--- src/rtl/mode_pkg.sv ---
// ---------------------------------------------------------------------------
// mode_pkg
// Shared types and constants for the mode sequencer: FSM state encoding,
// set-field codes and default parameter values.
// Revision: 1.0
// ---------------------------------------------------------------------------
`default_nettype none

package mode_pkg;

  typedef enum logic [1:0] {
    CLOCK     = 2'd0,
    SET       = 2'd1,
    STOPWATCH = 2'd2,
    TIMER     = 2'd3
  } mode_state_e;

  localparam logic [1:0] FIELD_SEC  = 2'd0;
  localparam logic [1:0] FIELD_MIN  = 2'd1;
  localparam logic [1:0] FIELD_HOUR = 2'd2;
  localparam logic [1:0] FIELD_DAY  = 2'd3;

  localparam int DEFAULT_SYNC_STAGES = 2;
  localparam int DEFAULT_TIMEOUT_S   = 30;

endpackage : mode_pkg

`default_nettype wire

--- src/rtl/btn_sync_edge.sv ---
// ---------------------------------------------------------------------------
// btn_sync_edge
// Multi-stage synchronizer for an asynchronous button followed by a
// rising-edge detector that emits a single-cycle pulse per press.
// Revision: 1.0
// ---------------------------------------------------------------------------
`default_nettype none

module btn_sync_edge #(
  parameter int SYNC_STAGES = 2
) (
  input  logic clk,
  input  logic rst_n,
  input  logic btn_i,
  output logic rise_o
);

  logic [SYNC_STAGES-1:0] sync_q;
  logic                   prev_q;

  // Shift the raw button through the synchronizer and keep the last settled value.
  always_ff @(posedge clk or negedge rst_n) begin
    if (!rst_n) begin
      sync_q <= '0;
      prev_q <= 1'b0;
    end else begin
      sync_q <= {sync_q[SYNC_STAGES-2:0], btn_i};
      prev_q <= sync_q[SYNC_STAGES-1];
    end
  end

  // Pulse is combinational so the consumer registers its reaction SYNC_STAGES edges after the input rise.
  assign rise_o = sync_q[SYNC_STAGES-1] & ~prev_q;

endmodule : btn_sync_edge

`default_nettype wire

--- src/rtl/mode_controller.sv ---
// ---------------------------------------------------------------------------
// mode_controller
// Button-driven mode sequencer for the clock / stopwatch / timer display.
// Produces one-hot registered mode flags, run levels and single-cycle
// control pulses. Optional feature: define MODE_TIMEOUT_EN to leave SET
// automatically after TIMEOUT_S idle seconds.
// Revision: 1.0
// ---------------------------------------------------------------------------
`default_nettype none

module mode_controller
  import mode_pkg::*;
#(
  parameter int SYNC_STAGES = DEFAULT_SYNC_STAGES,
  parameter int TIMEOUT_S   = DEFAULT_TIMEOUT_S
) (
  input  logic       clk,
  input  logic       rst_n,
  input  logic       tick_1hz,
  input  logic       btn_mode,
  input  logic       btn_set,
  input  logic       btn_start,
  input  logic       timer_done,
  output logic       main_clock_active,
  output logic       time_setting_mode,
  output logic       stopwatch_running,
  output logic       sw_timer,
  output logic [1:0] set_field,
  output logic       field_inc,
  output logic       sw_run,
  output logic       sw_clear,
  output logic       timer_run,
  output logic       timer_alarm
);

  logic rise_mode, rise_set, rise_start;
  logic ev_mode, ev_set, ev_start, any_ev;

  mode_state_e state_q, state_d;
  logic [1:0]  set_field_q, set_field_d;
  logic        sw_run_q, sw_run_d;
  logic        timer_run_q, timer_run_d;
  logic        alarm_q, alarm_d;
  logic        field_inc_q, field_inc_d;
  logic        sw_clear_q, sw_clear_d;
  logic        clock_flag_q, set_flag_q, sw_flag_q, timer_flag_q;

  btn_sync_edge #(.SYNC_STAGES(SYNC_STAGES)) u_sync_mode (
    .clk(clk), .rst_n(rst_n), .btn_i(btn_mode), .rise_o(rise_mode)
  );
  btn_sync_edge #(.SYNC_STAGES(SYNC_STAGES)) u_sync_set (
    .clk(clk), .rst_n(rst_n), .btn_i(btn_set), .rise_o(rise_set)
  );
  btn_sync_edge #(.SYNC_STAGES(SYNC_STAGES)) u_sync_start (
    .clk(clk), .rst_n(rst_n), .btn_i(btn_start), .rise_o(rise_start)
  );

  // Only the highest-priority event of a cycle acts; the others are dropped.
  assign ev_mode  = rise_mode;
  assign ev_set   = rise_set & ~rise_mode;
  assign ev_start = rise_start & ~rise_mode & ~rise_set;
  assign any_ev   = rise_mode | rise_set | rise_start;

`ifdef MODE_TIMEOUT_EN
  localparam int IDLE_W = $clog2(TIMEOUT_S + 1);
  logic [IDLE_W-1:0] idle_q, idle_d;
  logic              timeout_hit;

  assign timeout_hit = (state_q == SET) && !any_ev && (idle_q == IDLE_W'(TIMEOUT_S));

  // Idle seconds in SET; held at zero elsewhere so entry to SET starts fresh.
  always_comb begin
    idle_d = idle_q;
    if (state_q != SET || any_ev || timeout_hit) begin
      idle_d = '0;
    end else if (tick_1hz) begin
      idle_d = idle_q + 1'b1;
    end
  end

  // Idle counter register.
  always_ff @(posedge clk or negedge rst_n) begin
    if (!rst_n) idle_q <= '0;
    else        idle_q <= idle_d;
  end
`else
  logic timeout_hit;
  logic unused_inputs;
  assign timeout_hit   = 1'b0;
  assign unused_inputs = tick_1hz ^ (TIMEOUT_S != 0);
`endif

  // Next-state and next-output decode; timer_done overrides any start toggle.
  always_comb begin
    state_d     = state_q;
    set_field_d = set_field_q;
    sw_run_d    = sw_run_q;
    timer_run_d = timer_run_q;
    alarm_d     = alarm_q;
    field_inc_d = 1'b0;
    sw_clear_d  = 1'b0;
    case (state_q)
      CLOCK: begin
        if (ev_mode) begin
          state_d = STOPWATCH;
        end else if (ev_set) begin
          state_d     = SET;
          set_field_d = FIELD_SEC;
        end
      end
      SET: begin
        if (ev_mode) begin
          if (set_field_q == FIELD_DAY) begin
            state_d     = CLOCK;
            set_field_d = FIELD_SEC;
          end else begin
            set_field_d = set_field_q + 2'd1;
          end
        end else if (ev_set) begin
          field_inc_d = 1'b1;
        end else if (ev_start || timeout_hit) begin
          state_d     = CLOCK;
          set_field_d = FIELD_SEC;
        end
      end
      STOPWATCH: begin
        if (ev_mode) begin
          state_d = TIMER;
        end else if (ev_set) begin
          sw_clear_d = ~sw_run_q;
        end else if (ev_start) begin
          sw_run_d = ~sw_run_q;
        end
      end
      TIMER: begin
        if (ev_mode) begin
          state_d = CLOCK;
        end else if (ev_start) begin
          timer_run_d = ~timer_run_q;
        end
      end
      default: state_d = CLOCK;
    endcase
    if (any_ev) alarm_d = 1'b0;
    if (timer_done) begin
      timer_run_d = 1'b0;
      alarm_d     = 1'b1;
    end
  end

  // FSM state plus registered mode flags decoded from the next state.
  always_ff @(posedge clk or negedge rst_n) begin
    if (!rst_n) begin
      state_q      <= CLOCK;
      set_field_q  <= FIELD_SEC;
      sw_run_q     <= 1'b0;
      timer_run_q  <= 1'b0;
      alarm_q      <= 1'b0;
      field_inc_q  <= 1'b0;
      sw_clear_q   <= 1'b0;
      clock_flag_q <= 1'b1;
      set_flag_q   <= 1'b0;
      sw_flag_q    <= 1'b0;
      timer_flag_q <= 1'b0;
    end else begin
      state_q      <= state_d;
      set_field_q  <= set_field_d;
      sw_run_q     <= sw_run_d;
      timer_run_q  <= timer_run_d;
      alarm_q      <= alarm_d;
      field_inc_q  <= field_inc_d;
      sw_clear_q   <= sw_clear_d;
      clock_flag_q <= (state_d == CLOCK);
      set_flag_q   <= (state_d == SET);
      sw_flag_q    <= (state_d == STOPWATCH);
      timer_flag_q <= (state_d == TIMER);
    end
  end

  assign main_clock_active = clock_flag_q;
  assign time_setting_mode = set_flag_q;
  assign stopwatch_running = sw_flag_q;
  assign sw_timer          = timer_flag_q;
  assign set_field         = set_field_q;
  assign field_inc         = field_inc_q;
  assign sw_run            = sw_run_q;
  assign sw_clear          = sw_clear_q;
  assign timer_run         = timer_run_q;
  assign timer_alarm       = alarm_q;

endmodule : mode_controller

`default_nettype wire
--- config.mk ---
export PLATFORM = sky130hd
export DESIGN_NAME = mode_controller
export DESIGN_NICKNAME = d
export VERILOG_FILES = /design/src/rtl/mode_pkg.sv /design/src/rtl/btn_sync_edge.sv /design/src/rtl/mode_controller.sv
export SDC_FILE = /design/constraint.sdc
export NUM_CORES = 1
export LEC_CHECK = 0
export ABC_AREA = 1
export CAP_MARGIN = 5
export CORE_MARGIN = 2
export CORE_UTILIZATION = 50
export DETAILED_ROUTE_END_ITERATION = 10
export GPL_ROUTABILITY_DRIVEN = 0
export HOLD_SLACK_MARGIN = 0.05
export PLACE_DENSITY = 0.79
export SETUP_SLACK_MARGIN = 0.05
export SLEW_MARGIN = 20
export SYNTH_ARGS = -nofsm -noshare
export SYNTH_HDL_FRONTEND = slang
export SYNTH_SLANG_ARGS = --single-unit
--- constraint.sdc ---
create_clock -name clk -period 2.9 [get_ports clk]
set_input_delay 0.725 -clock clk [delete_from_list [all_inputs] [get_ports clk]]
set_output_delay 0.725 -clock clk [all_outputs]
set_load 0.005 [all_outputs]
==> flow_summary_export.csv <==
group,metric,value,unit
final_layout,fin_util,67.94,%
power_and_ir_drop,p_per_area,819.5,mW/mm2
worst_setup_path,cp-end-kind,"primary output",
detailed_routing,drc,0,
final_layout,n_fill_cell,115,
worst_setup_path,crit_chain,"clkdlybuf4s50_1",
worst_setup_path,reg2reg_depth,6,
timing,setup_viol,0,
timing,slew-limit-headroom,82.48,%
clock_tree,ctsHoldBuffers,0,
floorplan,die_h,44.83,um
worst_setup_path,r2r_start,"state_q[1]",
placement,io_buffers,16,
grt,grt_start_max_net_pins,23,
floorplan,dieArea,0.002009,mm2
timing,drv_slew,0,
worst_setup_path,crit_path_max_fanout,1,
final_layout,seq_area,551.8,um2
grt,track_usage,15.71,%
flow_run,cap_violations,0,
clock_tree,h-tree-depth,1,
clock_tree,cts_tree,"built",
detailed_routing,routed_wl,1277,um
synth,ys_ff_latch,22,
clock_tree,clk_path_buf_depth,2,
power_and_ir_drop,p_leak,0.5483,nW
worst_setup_path,crit_slowest_cell,"dfstp_2",
timing,period_share,70.51,%
hold_path,hp-class,"reg -> reg",
final_layout,syn_to_final_growth,25.68,%
timing,finalSetupTns,0,ns
final_layout,antenna_cells,0,
grt,antenna_found_initial,0,
timing,rsz0062_at_grt,"no",
grt,first_global_vias,570,
detailed_routing,drt-wirelength-per-cell,10.64,um
final_layout,final_nets,113,
synth,yosysUniqueCellTypes,16,
synth,synth_fp_nets,91,
worst_setup_path,path_delay_family,"flip-flops",
detailed_routing,drt_iter0_drc,9,
floorplan,dieWidth,44.83,um
timing,max_freq,0.4890,GHz
worst_setup_path,critPathMaxStageDelay,0.53,ns
final_layout,drive_gt1_share,12.50,%
synth,syn_area_per_cell,10.04,um2
timing,finClkSkew,0.002855,ns
clock_tree,cts_resized,0,
worst_setup_path,r2r_slack,1.74,ns
placement,hpwlAfterDp,993.3,um
placement,place_ws,1.191,ns
clock_tree,cts_buffers,3,
timing,layout_setup_ws,0.8551,ns
placement,placed_area,0.001021,mm2
floorplan,start_util,54.06,%
worst_setup_path,critPathBufInv,1,
timing,tightest_slew,0.2629,ns
synth,synth_top_area_share,63.06,%
power_and_ir_drop,total_power,0.8582,mW
hold_path,holdPathStages,0,
hold_path,hold_start,"u_sync_start.sync_q[0]",
detailed_routing,vias,573,
synth,ys_top_cells_by_area,"dfrtp_1 (63%), nand2_1 (8.1%), inv_1 (5.4%)",
final_layout,design_area,0.001047,mm2
worst_setup_path,critPathRequiredTime,2.17,ns
floorplan,rows,14,
synth,yosysSeqAreaShare,66.22,%
final_layout,multiInputGateArea,229.0,um2
clock_tree,cts_sinks,22,
grt,grt_overflow,0,
clock_tree,clk-insertion-delay-late,0.30,ns
grt,grt_pass1_wl,2228,um
worst_setup_path,crit_type,"reg -> out",
worst_setup_path,worstSetupPathDepth,1,
synth,ys_warn_count,0,
power_and_ir_drop,ir_drop,0.0004618,V
placement,place_inst,116,
worst_setup_path,cp-start-kind,"flip-flop",
worst_setup_path,reg2reg_to,"set_field[1]",
synth,syn_inst,83,
clock_tree,path_clk_slew,0.11,ns
synth,syn_area,833.3,um2
timing,fin_hold_ws,0.3603,ns
final_layout,instances_no_fill,120,
timing,fin_crit,2.045,ns
clock_tree,root_buffer,"clkbuf_4",
worst_setup_path,worstSetupStartpoint,"main_clock_active",
synth,yosys.area.top_type,"dfrtp_1",
clock_tree,post-cts-setup-buffers,0,
timing,final_hold_viol_count,0,
detailed_routing,drtAntennaViolNets,0,
status,status,"finished clean",
floorplan,core-area,0.001541,mm2
detailed_routing,vias_per_cell,4.775,
detailed_routing,drtPass1Iterations,4,
floorplan,io_pins,18,
worst_setup_path,arrival,1.32,ns
hold_path,worstHoldEndpoint,"u_sync_start.sync_q[1]",
==> cells by family (layout without fill, tap and decap cells) <==
kind of cell               Yosys count  after routing  synth area share [%]
and+or+nand+nor                     40             40                 21.17
DFF                                 22             22                 66.22
buffers and inverters               14             35                 6.306
AOI/OAI and AO/OA                    5              5                 3.754
adders and majority gates            1              1                 1.501
xor gates and xnor gates             1              1                 1.051
==> layer usage <==
| layer | up-vias | global-route usage (%) | share of wire (%) |
|---|---|---|---|
| met2 | 15 | 24.06 | 49 |
| met3 | 2 | 2.400 | 4.2 |
| met1 | 264 | 20.75 | 46 |
| met4 | 0 | 10.59 | 0.63 |
| met5 | - | 0 | 0 |
| li1 | 292 | - | - |
==> cell usage in the layout, fill, tap and decap left out, types with 2 or more instances in the layout <==
cell type,n
dfrtp_1,21
clkbuf_4,3
inv_1,12
nand3_2,2
nand2_1,18
clkdlybuf4s50_1,16
nand3_1,4
nand2_2,3
o21ai_0,2
nor2_1,12
inv_2,2
==> cells in the mapped netlist <==
| cell | count |
|---|---|
| inv_1 | 12 |
| o31ai_1 | 1 |
| inv_2 | 2 |
| dfstp_2 | 1 |
| a21oi_1 | 1 |
| o21ai_0 | 2 |
| nor2_1 | 12 |
| xor2_1 | 1 |
| nand2_2 | 3 |
| a21oi_2 | 1 |
| nor3_1 | 1 |
| nand3_1 | 4 |
| nand3_2 | 2 |
| nand2_1 | 18 |
| ha_1 | 1 |
| dfrtp_1 | 21 |
==> worst max path at each step <==
stage	to	slack, ns
floorplan	main_clock_active	1.67
global placement	main_clock_active	1.19
detailed placement	main_clock_active	1.19
CTS	main_clock_active	0.84
global route	main_clock_active	0.82
finish	main_clock_active	0.86
==> registers in the layout (all words and copies together) (netlist names) <==
signal	cells
state_q	2
sw_timer	1
u_sync_mode.sync_q	2
sw_clear	1
sw_run	1
timer_run	1
stopwatch_running	1
timer_alarm	1
field_inc	1
u_sync_set.sync_q	2
main_clock_active	1
u_sync_start.prev_q	1
time_setting_mode	1
set_field	2
u_sync_set.prev_q	1
u_sync_mode.prev_q	1
u_sync_start.sync_q	2
==> area by class of cell <==
class,instances,area share (%)
Sequential cell,22,52.69
Multi-Input combinational cell,47,21.86
Timing Repair Buffer,17,16.01
Inverter,14,5.018
Clock buffer,4,2.509
Tap cell,16,1.912
==> where the power goes <==
group          internal (mW)  switching (mW)
clock network         0.0535          0.0836
registers              0.382          0.0432
logic                  0.148           0.148
No activity file was read; power rests on OpenSTA's default activity.
